<file path="config.mk">
export PLATFORM = sky130hd
export DESIGN_NAME = eig_driver
export DESIGN_NICKNAME = d
export VERILOG_FILES = /design/src/rtl/eig_driver.sv
export SDC_FILE = /design/constraint.sdc
export NUM_CORES = 1
export LEC_CHECK = 0
export CORE_ASPECT_RATIO = 1.25
export CORE_UTILIZATION = 52
export DETAILED_ROUTE_END_ITERATION = 6
export GPL_TIMING_DRIVEN = 0
export HOLD_SLACK_MARGIN = 0.12
export PLACE_DENSITY = 0.8
export SETUP_SLACK_MARGIN = 0.05
export SYNTH_ARGS = -nofsm -noshare
export SYNTH_HDL_FRONTEND = slang
export SYNTH_SLANG_ARGS = --single-unit
</file>
<file path="constraint.sdc">
create_clock -name clk -period 3.1 [get_ports clk]
set_input_delay 0.465 -clock clk [delete_from_list [all_inputs] [get_ports clk]]
set_output_delay 0.465 -clock clk [all_outputs]
set_load 0.05 [all_outputs]
</file>
<file path="src/rtl/eig_driver.sv">
`default_nettype none
// ============================================================================
//  eig_driver : request FIFO + issue/wait sequencer for the eigen-ratio core
//  Rev 1.0
// ============================================================================
module eig_driver #(
  parameter int DEPTH   = 4,
  parameter int TIMEOUT = 1024,
  parameter int SETTLE  = 2
) (
  input  logic                      clk,
  input  logic                      rst,
  input  logic                      ena,
  input  logic                      req_valid,
  output logic                      req_ready,
  input  logic signed [31:0]        req_a0,
  input  logic signed [31:0]        req_a1,
  output logic                      core_data_rdy,
  output logic signed [31:0]        core_a0,
  output logic signed [31:0]        core_a1,
  input  logic                      core_busy,
  input  logic signed [31:0]        core_kappa,
  input  logic signed [31:0]        core_inv_kappa,
  input  logic [2:0]                core_regime,
  output logic                      res_valid,
  input  logic                      res_ready,
  output logic signed [31:0]        res_kappa,
  output logic signed [31:0]        res_inv_kappa,
  output logic [2:0]                res_regime,
  output logic                      res_timeout,
  output logic [$clog2(DEPTH):0]    pending
);

  localparam int AW = $clog2(DEPTH);
  localparam int CW = $clog2(TIMEOUT + SETTLE + 2) + 1;
  localparam logic [AW:0]   DEPTH_C  = DEPTH[AW:0];
  localparam logic [CW-1:0] SETTLE_C = CW'(SETTLE);
  localparam logic [CW-1:0] TMO_C    = CW'(TIMEOUT - 1);

  typedef enum logic [2:0] {
    ST_IDLE      = 3'd0,
    ST_ISSUE     = 3'd1,
    ST_SETTLE    = 3'd2,
    ST_WAIT_CORE = 3'd3,
    ST_HOLD      = 3'd4
  } state_t;

  state_t           state, state_next;
  logic [63:0]      mem [DEPTH];
  logic [AW-1:0]    wr_ptr, rd_ptr;
  logic [AW:0]      count;
  logic [CW-1:0]    cnt;
  logic             push, pop, capture, tmo;

  assign req_ready = (count < DEPTH_C);
  assign pending   = count;
  assign res_valid = (state == ST_HOLD);
  assign push      = ena & req_valid & req_ready;
  assign pop       = ena & (state == ST_IDLE) & (count != '0);

  always_ff @(posedge clk) begin
    if (rst) state <= ST_IDLE;
    else     state <= state_next;
  end

  // cnt counts enabled cycles since the issue strobe (0 during ISSUE).
  always_comb begin
    state_next    = state;
    core_data_rdy = 1'b0;
    capture       = 1'b0;
    tmo           = 1'b0;
    if (ena) begin
      case (state)
        ST_IDLE:      if (count != '0) state_next = ST_ISSUE;
        ST_ISSUE: begin
          core_data_rdy = 1'b1;
          state_next    = ST_SETTLE;
        end
        ST_SETTLE:    if (cnt >= SETTLE_C) state_next = ST_WAIT_CORE;
        ST_WAIT_CORE: begin
          if (!core_busy) begin
            capture    = 1'b1;
            state_next = ST_HOLD;
          end else if (cnt >= TMO_C) begin
            tmo        = 1'b1;
            state_next = ST_HOLD;
          end
        end
        ST_HOLD:      if (res_ready) state_next = ST_IDLE;
        default:      state_next = ST_IDLE;
      endcase
    end
  end

  always_ff @(posedge clk) begin
    if (push && !rst) mem[wr_ptr] <= {req_a0, req_a1};
  end

  always_ff @(posedge clk) begin
    if (rst) begin
      wr_ptr        <= '0;
      rd_ptr        <= '0;
      count         <= '0;
      cnt           <= '0;
      core_a0       <= '0;
      core_a1       <= '0;
      res_kappa     <= '0;
      res_inv_kappa <= '0;
      res_regime    <= '0;
      res_timeout   <= 1'b0;
    end else if (ena) begin
      if (push) wr_ptr <= wr_ptr + 1'b1;
      if (pop) begin
        core_a0 <= mem[rd_ptr][63:32];
        core_a1 <= mem[rd_ptr][31:0];
        rd_ptr  <= rd_ptr + 1'b1;
      end
      case ({push, pop})
        2'b10:   count <= count + 1'b1;
        2'b01:   count <= count - 1'b1;
        default: ;
      endcase
      if (pop)
        cnt <= '0;
      else if (state inside {ST_ISSUE, ST_SETTLE, ST_WAIT_CORE})
        cnt <= cnt + 1'b1;
      if (capture) begin
        res_kappa     <= core_kappa;
        res_inv_kappa <= core_inv_kappa;
        res_regime    <= core_regime;
        res_timeout   <= 1'b0;
      end else if (tmo) begin
        res_kappa     <= '0;
        res_inv_kappa <= '0;
        res_regime    <= 3'b000;
        res_timeout   <= 1'b1;
      end
    end
  end

endmodule
`default_nettype wire

</file>
; ---- Word level (Yosys, flattened, before mapping)
; Memory sizes are Yosys's and may differ from the RTL's. A register that Yosys moved wholly into a read port is not among the register bits.
; Cells that the tools add are included.
[word_totals]
ff_bits = 90
in_bits = 137
mem_count = 1
romBits = 0
ramBits = 256
latch_bits = 0
output_inout_bits = 138
[memory_table]
columns = name, words, width, read_ports, rd_clocked_by_memory_dff, write_ports, line_no
row1 = mem, 4, 64, 1, 1, 1, 49  ; logic [63:0] mem [DEPTH];
[classes]
addsub = 5
div_mod_pow = 0
reduce_logical = 14
mux = 27
shift = 0
mul = 0
order_cmp = 3
bitwise = 4
n_eq_ne = 10
[ops]
columns = cell, count
row1 = $mux W32, 3
row2 = $mux W12, 2
row3 = $mux W3, 7
row4 = $pmux W3 S5, 1
row5 = $mux W1, 13
row6 = $add A12 B1 Y12 const B, 1
row7 = $ge A12 B10 Y1 const B, 1
row8 = $ge A12 B2 Y1 const B, 1
row9 = $reduce_and A2 Y1, 5
row10 = $eq A3 B2 Y1 const B, 2
row11 = $pmux W3 S2, 1
row12 = $reduce_bool A2 Y1, 3
row13 = $reduce_bool A3 Y1, 2
row14 = $reduce_and A5 Y1, 1
row15 = $add A2 B1 Y2 const B, 2
row16 = $and A1 B1 Y1, 4
row17 = $ne A2 B1 Y1 const B, 2
row18 = $add A3 B1 Y3 const B, 1
row19 = $eq A3 B1 Y1 const B, 1
row20 = $eq A3 B3 Y1 const B, 1
row21 = $logic_not A3 Y1, 1
row22 = $lt A3 B3 Y1 const B, 1
row23 = $ne A3 B3 Y1 const B, 1
row24 = $sub A3 B1 Y3 const B, 1
row25 = other kinds (5), 5

; ---- Depth between registers and ports, before layout
; Gate-level depths: netlist (run 1).
[logic_depth]
ltp_word = 7
depth_mapped = 12
ltp_nobuf = 10

; ---- Worst setup path after synthesis (run 1)
; Ideal clock, no wire load.
[synth_path]
path_kind = register to register
from = register count[2] (netlist: pending[2])
to = memory mem[0][0], enable pin
stages_incl_launch_ff = 5
setup_ps = 429
period_less_slack_ps = 3330
n_path_buf = 0
path_slack_ps = -230
required_time_ps = 2671
arrival_ps = 2901
path_cell_list = dfxtp_1 inv_1 nand3_1 nor2_1 and2_1
[synth_between]
elab_chain_len = 5
[synth_lines]
columns = element, line_no
row1 = start: declaration, 51  ; logic [AW:0] count;
row2 = start signal: assignment, 119  ; 2'b10: count <= count + 1'b1;
row3 = start signal: assignment, 120  ; 2'b01: count <= count - 1'b1;
row4 = $lt A3 B3 Y1, 55  ; assign req_ready = (count < DEPTH_C);
row5 = via req_ready, 15  ; output logic req_ready,
row6 = $and A1 B1 Y1, 58  ; assign push = ena & req_valid & req_ready;
row7 = $logic_and A1 B1 Y1, 96  ; if (push && !rst) mem[wr_ptr] <= {req_a0, req_a1};
row8 = $mux W1, 96
row9 = $mux W1 (not written as such), 96
row10 = end: declaration, 49
; The timed path passes the listed nets, and every way through them passes these cells.

; ---- Worst setup path after layout (run 1)
[layout_path]
from = input ena
to = output core_data_rdy
[layout_between]
elab_chain_len = 1
[layout_lines]
columns = element, line_no
row1 = start: declaration, 13  ; input logic ena,
row2 = $mux W1, 72  ; if (ena) begin
row3 = end: declaration, 18  ; output logic core_data_rdy,
; Every way passes these cells.

==> flow_metrics.env, run 1 <==
export IMPL_rows=68
export IMPL_clock_sinks=410
export IMPL_r2r_cells=12
export IMPL_vias_per_cell=5.49
export IMPL_clk_pin_slew_ns=0.06
export IMPL_grt_pass1_wl_microns=50900
export IMPL_grt_pass1_vias=9088
export IMPL_holdPathStages=2
export IMPL_async_flop_share_pct=0
export IMPL_track_usage_pct=23.2
export IMPL_clk_latency_ns=0.53
export IMPL_cp_end_kind="primary output"
export IMPL_yosysTopAreaCell="edfxtp_1"
export IMPL_dieHeight_microns=190
export IMPL_cts_setup_buffers=0
export IMPL_die_area_sq_um=29000
export IMPL_vias=8909
export IMPL_dp_hpwl_microns=22400
export IMPL_first_pass_iters=7
export IMPL_overflow=0
export IMPL_path_depth=4
export IMPL_cp_top_family="buffers and inverters"
export IMPL_min_to="core_a0[23]"
export IMPL_port_buffers=273
export IMPL_yosysTopAreaCellShare_pct=52.2
export IMPL_grt_max_degree=52
export IMPL_slowest_delay_ns=0.85
export IMPL_tightest_slew_ns=1.02
export IMPL_cts_tree="built"
export IMPL_ant_nets=0
export IMPL_yosysMostFrequentCell="edfxtp_1"
export IMPL_p_per_area_nw_per_um2=630
export IMPL_ctsHoldBuffers=0
export IMPL_cts_htree_levels=2
export IMPL_r2r_start="state[2]"
export IMPL_synthFlopType="edfxtp_1"
export IMPL_path_cells="clkdlybuf4s50_1 > and2b_2 > nor3b_1 > clkdlybuf4s50_1"
export IMPL_worst_ir_drop_vdd_v=0.000589
export IMPL_netlist_area_sq_um=14700
export IMPL_violations="design-rule violations"
export IMPL_drv_slew=0
export IMPL_fin_cells=1622
export IMPL_syn_nets=1063
export IMPL_hold_viol=0
export IMPL_cp_required_ns=2.63
export IMPL_cts_root_buffer="clkbuf_16"
export IMPL_status="finished, violations left"
export IMPL_dp_slack_ns=-0.265
export IMPL_crit_type="in2out"
export IMPL_drt_initial_drc_count=428
export IMPL_finalWorstSetupSlack_ns=0.233
export IMPL_synth_yosys_seq_area_share_pct=73.1
export IMPL_start_util_pct=53.1
export IMPL_yosys_register_bits=410
export IMPL_coreArea_sq_um=27700
export IMPL_startpoint_type="input port"
export IMPL_worst_clock_skew_ns=0.0287
export IMPL_setup_violations=0
export IMPL_antenna_found_initial=4
export IMPL_synth_top_cells_by_area="edfxtp_1 (52%), dfxtp_1 (21%), mux4_2 (9.8%), a22o_1 (4.0%), nand2_1 (3.4%)"
export IMPL_period_minus_slack_ns=2.87
export IMPL_die_x_microns=153
export IMPL_min_from="core_a0[23]"
export IMPL_ys_types=50
export IMPL_maxCapViolCount=0
export IMPL_slowest_stage="clkdlybuf4s50_1"
export IMPL_maxSlewHeadroom_pct=31.7
export IMPL_pin_count=275
export IMPL_post_cts_resize_count=0
export IMPL_final_util_pct=69.8
export IMPL_synthCells=918
export IMPL_area_growth_pct=31.4
export IMPL_drcViolationCount=34
export IMPL_rsz0062_at_grt="no"
export IMPL_r2r_slack_ns=0.34
export IMPL_cp_arrival_ns=2.40
export IMPL_p_total_mw=12.2
export IMPL_clock_path_buffers=3
export IMPL_finalCritPeriodShare_pct=92.5
export IMPL_r2r_end="pending[2]"
export IMPL_cp_max_fo=7
export IMPL_routed_wl_microns=33300
export IMPL_final_nets=1382
export IMPL_syn_area_per_cell_sq_um=16.1
export IMPL_fmax_mhz=349
export IMPL_place_inst=1545
export IMPL_wl_per_cell_microns=20.5
export IMPL_p_leak_nw=6.42
export IMPL_cp_common_cell="clkdlybuf4s50_1"
export IMPL_yosys_warnings=0
export IMPL_min_path_type="reg2reg"
export IMPL_synthTopCellsByCount="edfxtp_1 (256), dfxtp_1 (154), nand2_1 (135)"
export IMPL_worst_path_buf_inv=2
export IMPL_place_gp_congestion=0.798
export IMPL_drive_above_1_share_pct=13.7
export IMPL_nFillCells=1824
export IMPL_synth_edf_count=256
export IMPL_cts_buffers=40
-- logic make-up (layout without fill, tap and decap cells) --
kind of cell / after synthesis / count (layout) / share of synthesized area, %
DFF: 410 / 410 / 73.1
and+or+nand+nor: 193 / 193 / 5.85
AOI/OAI and AO/OA: 163 / 163 / 7.62
buffers and inverters: 69 / 420 / 2.29
muxes: 65 / 65 / 9.85
xor gates and xnor gates: 10 / 10 / 0.594
adders and majority gates: 8 / 8 / 0.730
other: 0 / 3 / 0
-- layer usage --
| metal | up-vias | routed length (microns) | global-route usage, % |
|---|---|---|---|
| met2 | 325 | 17200 | 41.5 |
| met1 | 4377 | 12400 | 26.7 |
| met4 | 2 | 1010 | 9.32 |
| met5 | - | 15 | 0 |
| li1 | 4147 | - | - |
| met3 | 58 | 2690 | 5.59 |
-- metrics by stage --
stage                     TNS (ns)  hold slack, ns  cell area [sq um]
after floorplan                  0           0.467              14700
after global placement      -89.42           0.443              17900
after detailed placement    -0.319           0.448              18000
after CTS                        0           0.456              19400
after global routing             0           0.473              19400
final                            0           0.453              19400
-- final cells by class --
type                            instances  area [sq um]  share of cell area, %
Antenna cell                            3          7.51                 0.0388
Clock inverter                         17           185                  0.956
Multi-Input combinational cell        439          3640                   18.8
Buffer                                 57           293                   1.51
Tap cell                              350           438                   2.26
Timing Repair Buffer                  277          2840                   14.6
Sequential cell                       410         10800                   55.6
Inverter                               12          45.0                  0.233
Clock buffer                           57          1160                   5.97
-- cell usage in the layout, fill, tap and decap left out, types with 2 or more instances in the layout --
| cell type | instances |
|---|---|
| a211oi_1 | 4 |
| a21oi_1 | 73 |
| a22o_1 | 67 |
| a31oi_1 | 2 |
| and2_4 | 4 |
| and4_1 | 2 |
| buf_16 | 3 |
| buf_2 | 27 |
| buf_4 | 2 |
| buf_6 | 5 |
| bufinv_16 | 4 |
| clkbuf_1 | 31 |
| clkbuf_16 | 41 |
| clkbuf_8 | 7 |
| clkdlybuf4s50_1 | 273 |
| clkinv_1 | 8 |
| clkinv_2 | 2 |
| dfxtp_1 | 154 |
| diode_2 | 3 |
| edfxtp_1 | 256 |
| ha_1 | 7 |
| inv_1 | 11 |
| inv_6 | 2 |
| mux4_2 | 64 |
| nand2_1 | 135 |
| nand3_1 | 6 |
| nand4_1 | 3 |
| nor2_1 | 16 |
| nor4_1 | 2 |
| o21ai_0 | 9 |
| or2_2 | 2 |
| or3_1 | 9 |
| xnor2_1 | 7 |
| xor2_1 | 3 |
-- tightest hold or removal path, cell delays in order, from the launching register on --
cell	delay, ns
dfxtp_1	0.30
nand2_1	0.05
a21oi_1	0.05
-- where the power goes --
part	switching [mW]	internal [mW]	leakage (nW)
clock	1.95	2.93	0.652
combinational	0.767	0.574	2.22
sequential	0.0673	5.92	3.56
total	2.79	9.43	6.42
-- sequential cells by signal (all words and copies together), names as in the netlist --
signal,count
rd_ptr,2
res_regime,3
core_a0,32
wr_ptr,2
res_timeout,1
res_kappa,32
core_a1,32
mem,256
res_inv_kappa,32
pending,3
state,3
cnt,12
-- worst max path at each step --
stage,start,end
2_1_floorplan,pending[0],pending[2]
3_3_place_gp,ena,mem[0][15]
3_5_place_dp,ena,pending[2]
4_1_cts,ena,core_data_rdy
5_1_grt,ena,pending[2]
6_report,ena,core_data_rdy
Note: power is estimated with default switching activity, not from simulation.
==> inputs of run 2 (changes only) <==
--- a/config.mk
+++ b/config.mk
@@ -6,12 +6,15 @@
 export NUM_CORES = 1
 export LEC_CHECK = 0
 export CORE_ASPECT_RATIO = 1.25
-export CORE_UTILIZATION = 52
+export CORE_MARGIN = 4
+export CORE_UTILIZATION = 62
 export DETAILED_ROUTE_END_ITERATION = 6
+export DONT_BUFFER_PORTS = 1
 export GPL_TIMING_DRIVEN = 0
 export HOLD_SLACK_MARGIN = 0.12
-export PLACE_DENSITY = 0.8
+export PLACE_DENSITY = 0.78
 export SETUP_SLACK_MARGIN = 0.05
+export SKIP_CTS_REPAIR_TIMING = 1
 export SYNTH_ARGS = -nofsm -noshare
 export SYNTH_HDL_FRONTEND = slang
 export SYNTH_SLANG_ARGS = --single-unit
==> flow_metrics.env, run 2 (synthesis gave the netlist of run 1 again) <==
export IMPL_maxSlewHeadroom_pct=35.9
export IMPL_cp_required_ns=3.29
export IMPL_pin_count=275
export IMPL_power_share_clock_pct=40.2
export IMPL_clk_pin_slew_ns=0.06
export IMPL_fmax_mhz=381
export IMPL_start_util_pct=63.6
export IMPL_setup_violations=0
export IMPL_r2r_slack_ns=0.47
export IMPL_overflow=0
export IMPL_drcViolationCount=0
export IMPL_vias_per_cell=6.18
export IMPL_hold_viol=0
export IMPL_cp_end_kind="register"
export IMPL_cp_arrival_ns=2.82
export IMPL_port_buffers=0
export IMPL_grt_pass1_vias=8205
export IMPL_p_per_area_nw_per_um2=672
export IMPL_finalCritPeriodShare_pct=84.8
export IMPL_p_seq_share_pct=52.2
export IMPL_p_comb_share_pct=7.6
export IMPL_drv_slew=0
export IMPL_period_minus_slack_ns=2.63
export IMPL_area_growth_pct=21.0
export IMPL_min_path_type="in2reg"
export IMPL_cts_root_buffer="clkbuf_16"
export IMPL_slowest_delay_ns=0.52
export IMPL_p_int_mw=9.18
export IMPL_path_cells="inv_1 > nand3_1 > nor2_1 > and2_4 > buf_12"
export IMPL_tightest_slew_ns=0.958
export IMPL_p_sw_mw=2.81
export IMPL_crit_type="reg2reg"
export IMPL_clock_sinks=410
export IMPL_clock_path_buffers=3
export IMPL_first_pass_iters=5
export IMPL_routed_wl_microns=35600
export IMPL_drive_above_1_share_pct=16.2
export IMPL_slowest_stage="and2_4"
export IMPL_p_sw_share_pct=23.5
export IMPL_largest_register="mem"
export IMPL_rows=62
export IMPL_p_leak_nw=5.97
export IMPL_coreArea_sq_um=23200
export IMPL_status="complete, no violations"
export IMPL_cts_htree_levels=2
export IMPL_rsz0062_at_grt="no"
export IMPL_startpoint_type="register"
export IMPL_holdPathStages=2
export IMPL_worst_clock_skew_ns=0.0165
export IMPL_p_total_mw=12.0
export IMPL_final_common_cell="edfxtp_1"
export IMPL_worst_ir_drop_vdd_v=0.000621
export IMPL_antenna_found_initial=2
export IMPL_die_area_sq_um=26300
export IMPL_grt_max_degree=45
export IMPL_vias=8722
export IMPL_r2r_cells=5
export IMPL_dp_hpwl_microns=20700
export IMPL_dieHeight_microns=180
export IMPL_final_util_pct=76.9
export IMPL_final_cell_mix="edfxtp_1 (256), dfxtp_1 (151), nand2_1 (135), dlygate4sd3_1 (131), a21oi_1 (73)"
export IMPL_r2r_start="pending[2]"
export IMPL_r2r_end="mem[1][11]"
export IMPL_track_usage_pct=24.2
export IMPL_cts_buffers=39
export IMPL_drt_initial_drc_count=565
export IMPL_ant_nets=0
export IMPL_min_from="core_busy"
export IMPL_cp_max_fo=36
export IMPL_nFillCells=1273
export IMPL_die_x_microns=146
export IMPL_final_nets=1238
export IMPL_cts_tree="built"
export IMPL_min_to="res_timeout"
export IMPL_clk_latency_ns=0.52
export IMPL_largest_reg_flops=256
export IMPL_place_gp_congestion=0.805
export IMPL_wl_per_cell_microns=25.2
export IMPL_grt_pass1_wl_microns=49200
export IMPL_maxCapViolCount=0
## run 2: changes by cell type in the layout (fill, tap and decap cells not counted), moves of 3 or more
cell,before,now
dfxtp_1,154,151
clkbuf_8,7,4
dlygate4sd3_1,0,131
dfxtp_2,0,3
clkinv_2,2,9
clkbuf_1,31,25
clkdlybuf4s50_1,273,0
## run 2: layout make-up
type	count	area, sq um	area share, %
flip-flops and latches	410	10800	60.4
multi-input cells	439	3650	20.4
repair buffers	135	1410	7.93
clock buffers	49	1100	6.14
well taps	288	360	2.02
plain buffers	56	289	1.62
clock inverters	22	211	1.19
inverters	12	45.0	0.252
diodes	1	2.50	0.0140
## run 2: layer usage
metal | part of all wire [%] | global-route usage [%]
met2 | 53 | 43.7
met4 | 3.2 | 8.13
met1 | 35 | 26.6
met5 | 0.037 | 0
met3 | 8.4 | 8.55
## run 2: power by group through the flow
stage	Clock [mW]	Sequential, mW	Combinational, mW
after floorplan	0	6.35	0.563
after global placement	0	6.38	0.713
after detailed placement	0	6.38	0.732
after CTS	4.87	6.26	0.738
after global routing	5.11	6.27	1.00
final	4.82	6.26	0.914
## run 2: worst max-delay path by stage
stage                           from          to  slack [ns]
after floorplan           pending[0]  pending[2]        0.46
after global placement    pending[2]  mem[1][15]       -0.36
after detailed placement  pending[0]  pending[2]        0.03
after CTS                 pending[0]  pending[2]       0.004
after global routing      pending[2]  mem[1][11]        0.31
final                     pending[2]  mem[1][11]        0.47
## run 2: critical path, delay by kind of cell, from the launching register on
kind	cells	cell delay, ns
buffers and inverters	2	0.71
DFF	1	0.41
and+or+nand+nor	3	1.12
## run 2: stage by stage
step	setup WS [ns]	cells	hold WS (ns)	area, sq um	TNS, ns
2_1_floorplan	0.462	918	0.467	14700	0
4_1_cts	0.00377	1281	0.0160	16500	0
3_5_place_dp	0.0273	1210	0.503	15200	0
6_report	0.472	1412	0.127	17800	0
5_1_grt	0.312	1412	0.157	17800	0
3_3_place_gp	-0.362	1206	0.488	15100	-84.00
==> inputs of run 3 (changes only) <==
==> constraint.sdc (replaced) <==
create_clock -name clk -period 2.5 [get_ports clk]
set_input_delay 0.375 -clock clk [delete_from_list [all_inputs] [get_ports clk]]
set_output_delay 0.375 -clock clk [all_outputs]
set_load 0.05 [all_outputs]
==> flow_metrics.env, run 3 (synthesis gave the netlist of run 1 again) <==
export IMPL_status="complete, no violations"
export IMPL_area_growth_pct=21.6
export IMPL_finalCritPeriodShare_pct=91.9
export IMPL_p_per_area_nw_per_um2=831
export IMPL_r2r_cells=12
export IMPL_fmax_mhz=435
export IMPL_crit_path_end="pending[2]"
export IMPL_setup_violations=0
export IMPL_worst_ir_drop_vdd_v=0.000781
export IMPL_rsz0062_at_grt="yes"
export IMPL_die_x_microns=146
export IMPL_vias=8697
export IMPL_grt_max_degree=53
export IMPL_coreArea_sq_um=23200
export IMPL_r2r_end="pending[2]"
export IMPL_antenna_found_initial=3
export IMPL_maxCapViolCount=0
export IMPL_cp_required_ns=2.90
export IMPL_drive_above_1_share_pct=16.9
export IMPL_cp_max_fo=10
export IMPL_r2r_slack_ns=0.20
export IMPL_path_cells="buf_2 > nor4b_4 > nand2_2 > inv_4 > buf_6 > ha_2 > inv_1 > fa_1 > xnor2_1 > nand2_1 > xnor2_1 > nor2_1"
export IMPL_p_comb_share_pct=7.7
export IMPL_startpoint_type="register"
export IMPL_slowest_delay_ns=0.37
export IMPL_wl_per_cell_microns=24.9
export IMPL_min_from="ena"
export IMPL_clk_pin_slew_ns=0.07
export IMPL_port_buffers=0
export IMPL_r2r_start="state[2]"
export IMPL_cp_common_cell="xnor2_1"
export IMPL_routed_wl_microns=35200
export IMPL_dp_hpwl_microns=20500
export IMPL_clock_sinks=410
export IMPL_tightest_slew_ns=0.898
export IMPL_design_area_sq_um=17900
export IMPL_place_gp_congestion=0.819
export IMPL_grt_pass1_vias=8170
export IMPL_drcViolationCount=0
export IMPL_startpoint="state[2]"
export IMPL_nFillCells=1250
export IMPL_min_path_type="in2reg"
export IMPL_cp_end_kind="register"
export IMPL_grt_pass1_wl_microns=48300
export IMPL_hold_viol=0
export IMPL_largest_reg_flops=256
export IMPL_slowest_stage="fa_1"
export IMPL_vias_per_cell=6.15
export IMPL_dieHeight_microns=180
export IMPL_track_usage_pct=23.7
export IMPL_cp_arrival_ns=2.70
export IMPL_final_common_cell="edfxtp_1"
export IMPL_final_util_pct=77.3
export IMPL_rows=62
export IMPL_p_sw_mw=3.51
export IMPL_drt_initial_drc_count=460
export IMPL_drv_slew=0
export IMPL_crit_type="reg2reg"
export IMPL_first_pass_iters=5
export IMPL_cts_tree="built"
export IMPL_clk_latency_ns=0.52
export IMPL_p_int_mw=11.4
export IMPL_final_nets=1239
export IMPL_cts_buffers=38
export IMPL_ant_nets=0
export IMPL_p_sw_share_pct=23.5
export IMPL_final_cell_mix="edfxtp_1 (256), dfxtp_1 (151), nand2_1 (134), dlygate4sd3_1 (132), a21oi_1 (73)"
export IMPL_clock_path_buffers=3
export IMPL_overflow=0
export IMPL_power_share_clock_pct=40.2
export IMPL_p_leak_nw=5.99
export IMPL_worst_clock_skew_ns=0.0122
export IMPL_cts_root_buffer="clkbuf_16"
export IMPL_die_area_sq_um=26300
export IMPL_maxSlewHeadroom_pct=40.1
export IMPL_period_minus_slack_ns=2.30
export IMPL_pin_count=275
export IMPL_start_util_pct=63.6
export IMPL_dpl_cell_area_sq_um=15200
export IMPL_largest_register="mem"
export IMPL_cts_htree_levels=2
export IMPL_p_seq_share_pct=52.1
## run 3: how the worst min path moves through the flow
stage	endpoint	depth (start not counted)
after floorplan	cnt[9]	2
after global placement	mem[3][33]	0
after detailed placement	mem[3][34]	0
after CTS	mem[1][52]	0
after global routing	wr_ptr[1]	3
final	state[2]	3
## run 3: power groups by stage
stage               Combinational (mW)  Sequential, mW  Clock, mW
finish                            1.15            7.77       5.98
global route                      1.26            7.78       6.36
CTS                              0.912            7.77       6.04
detailed placement               0.904            7.92          0
global placement                 0.878            7.91          0
floorplan                        0.698            7.87          0
## run 3: routing by layer
| layer | GRT usage [%] | vias to the layer above | routed length (microns) |
|---|---|---|---|
| li1 | - | 3851 | - |
| met1 | 27.0 | 4323 | 12300 |
| met2 | 42.2 | 450 | 18900 |
| met3 | 7.87 | 71 | 2880 |
| met4 | 7.91 | 2 | 1090 |
| met5 | 0 | - | 7 |
## run 3: cell type report
class	instances	area, sq um	share of cell area (%)
repair buffers	136	1430	7.98
clock inverters	18	218	1.21
inverters	12	51.3	0.286
diodes	2	5.00	0.0279
multi-input cells	440	3690	20.6
plain buffers	56	297	1.65
well taps	288	360	2.01
flip-flops and latches	410	10800	60.1
clock buffers	52	1090	6.11
## run 3: critical path: cells and delay by family (launching register included)
| family | cells | cell delay (ns) |
|---|---|---|
| buf+inv | 4 | 0.45 |
| flops | 1 | 0.29 |
| simple gates | 4 | 0.57 |
| fa+ha+maj | 2 | 0.56 |
| xor+xnor | 2 | 0.29 |
## run 3: metrics by stage
step / instances / worst slack (ns) / hold slack [ns] / TNS (ns) / power (mW)
after floorplan: 918 / -0.0146 / 0.467 / -3.74 / 8.57
after global placement: 1206 / -0.790 / 0.474 / -198.81 / 8.79
after detailed placement: 1210 / -0.357 / 0.474 / -9.86 / 8.82
after CTS: 1280 / -0.409 / -0.0845 / -9.52 / 14.7
after global routing: 1414 / 0.0317 / 0.204 / 0 / 15.4
final: 1414 / 0.203 / 0.152 / 0 / 14.9
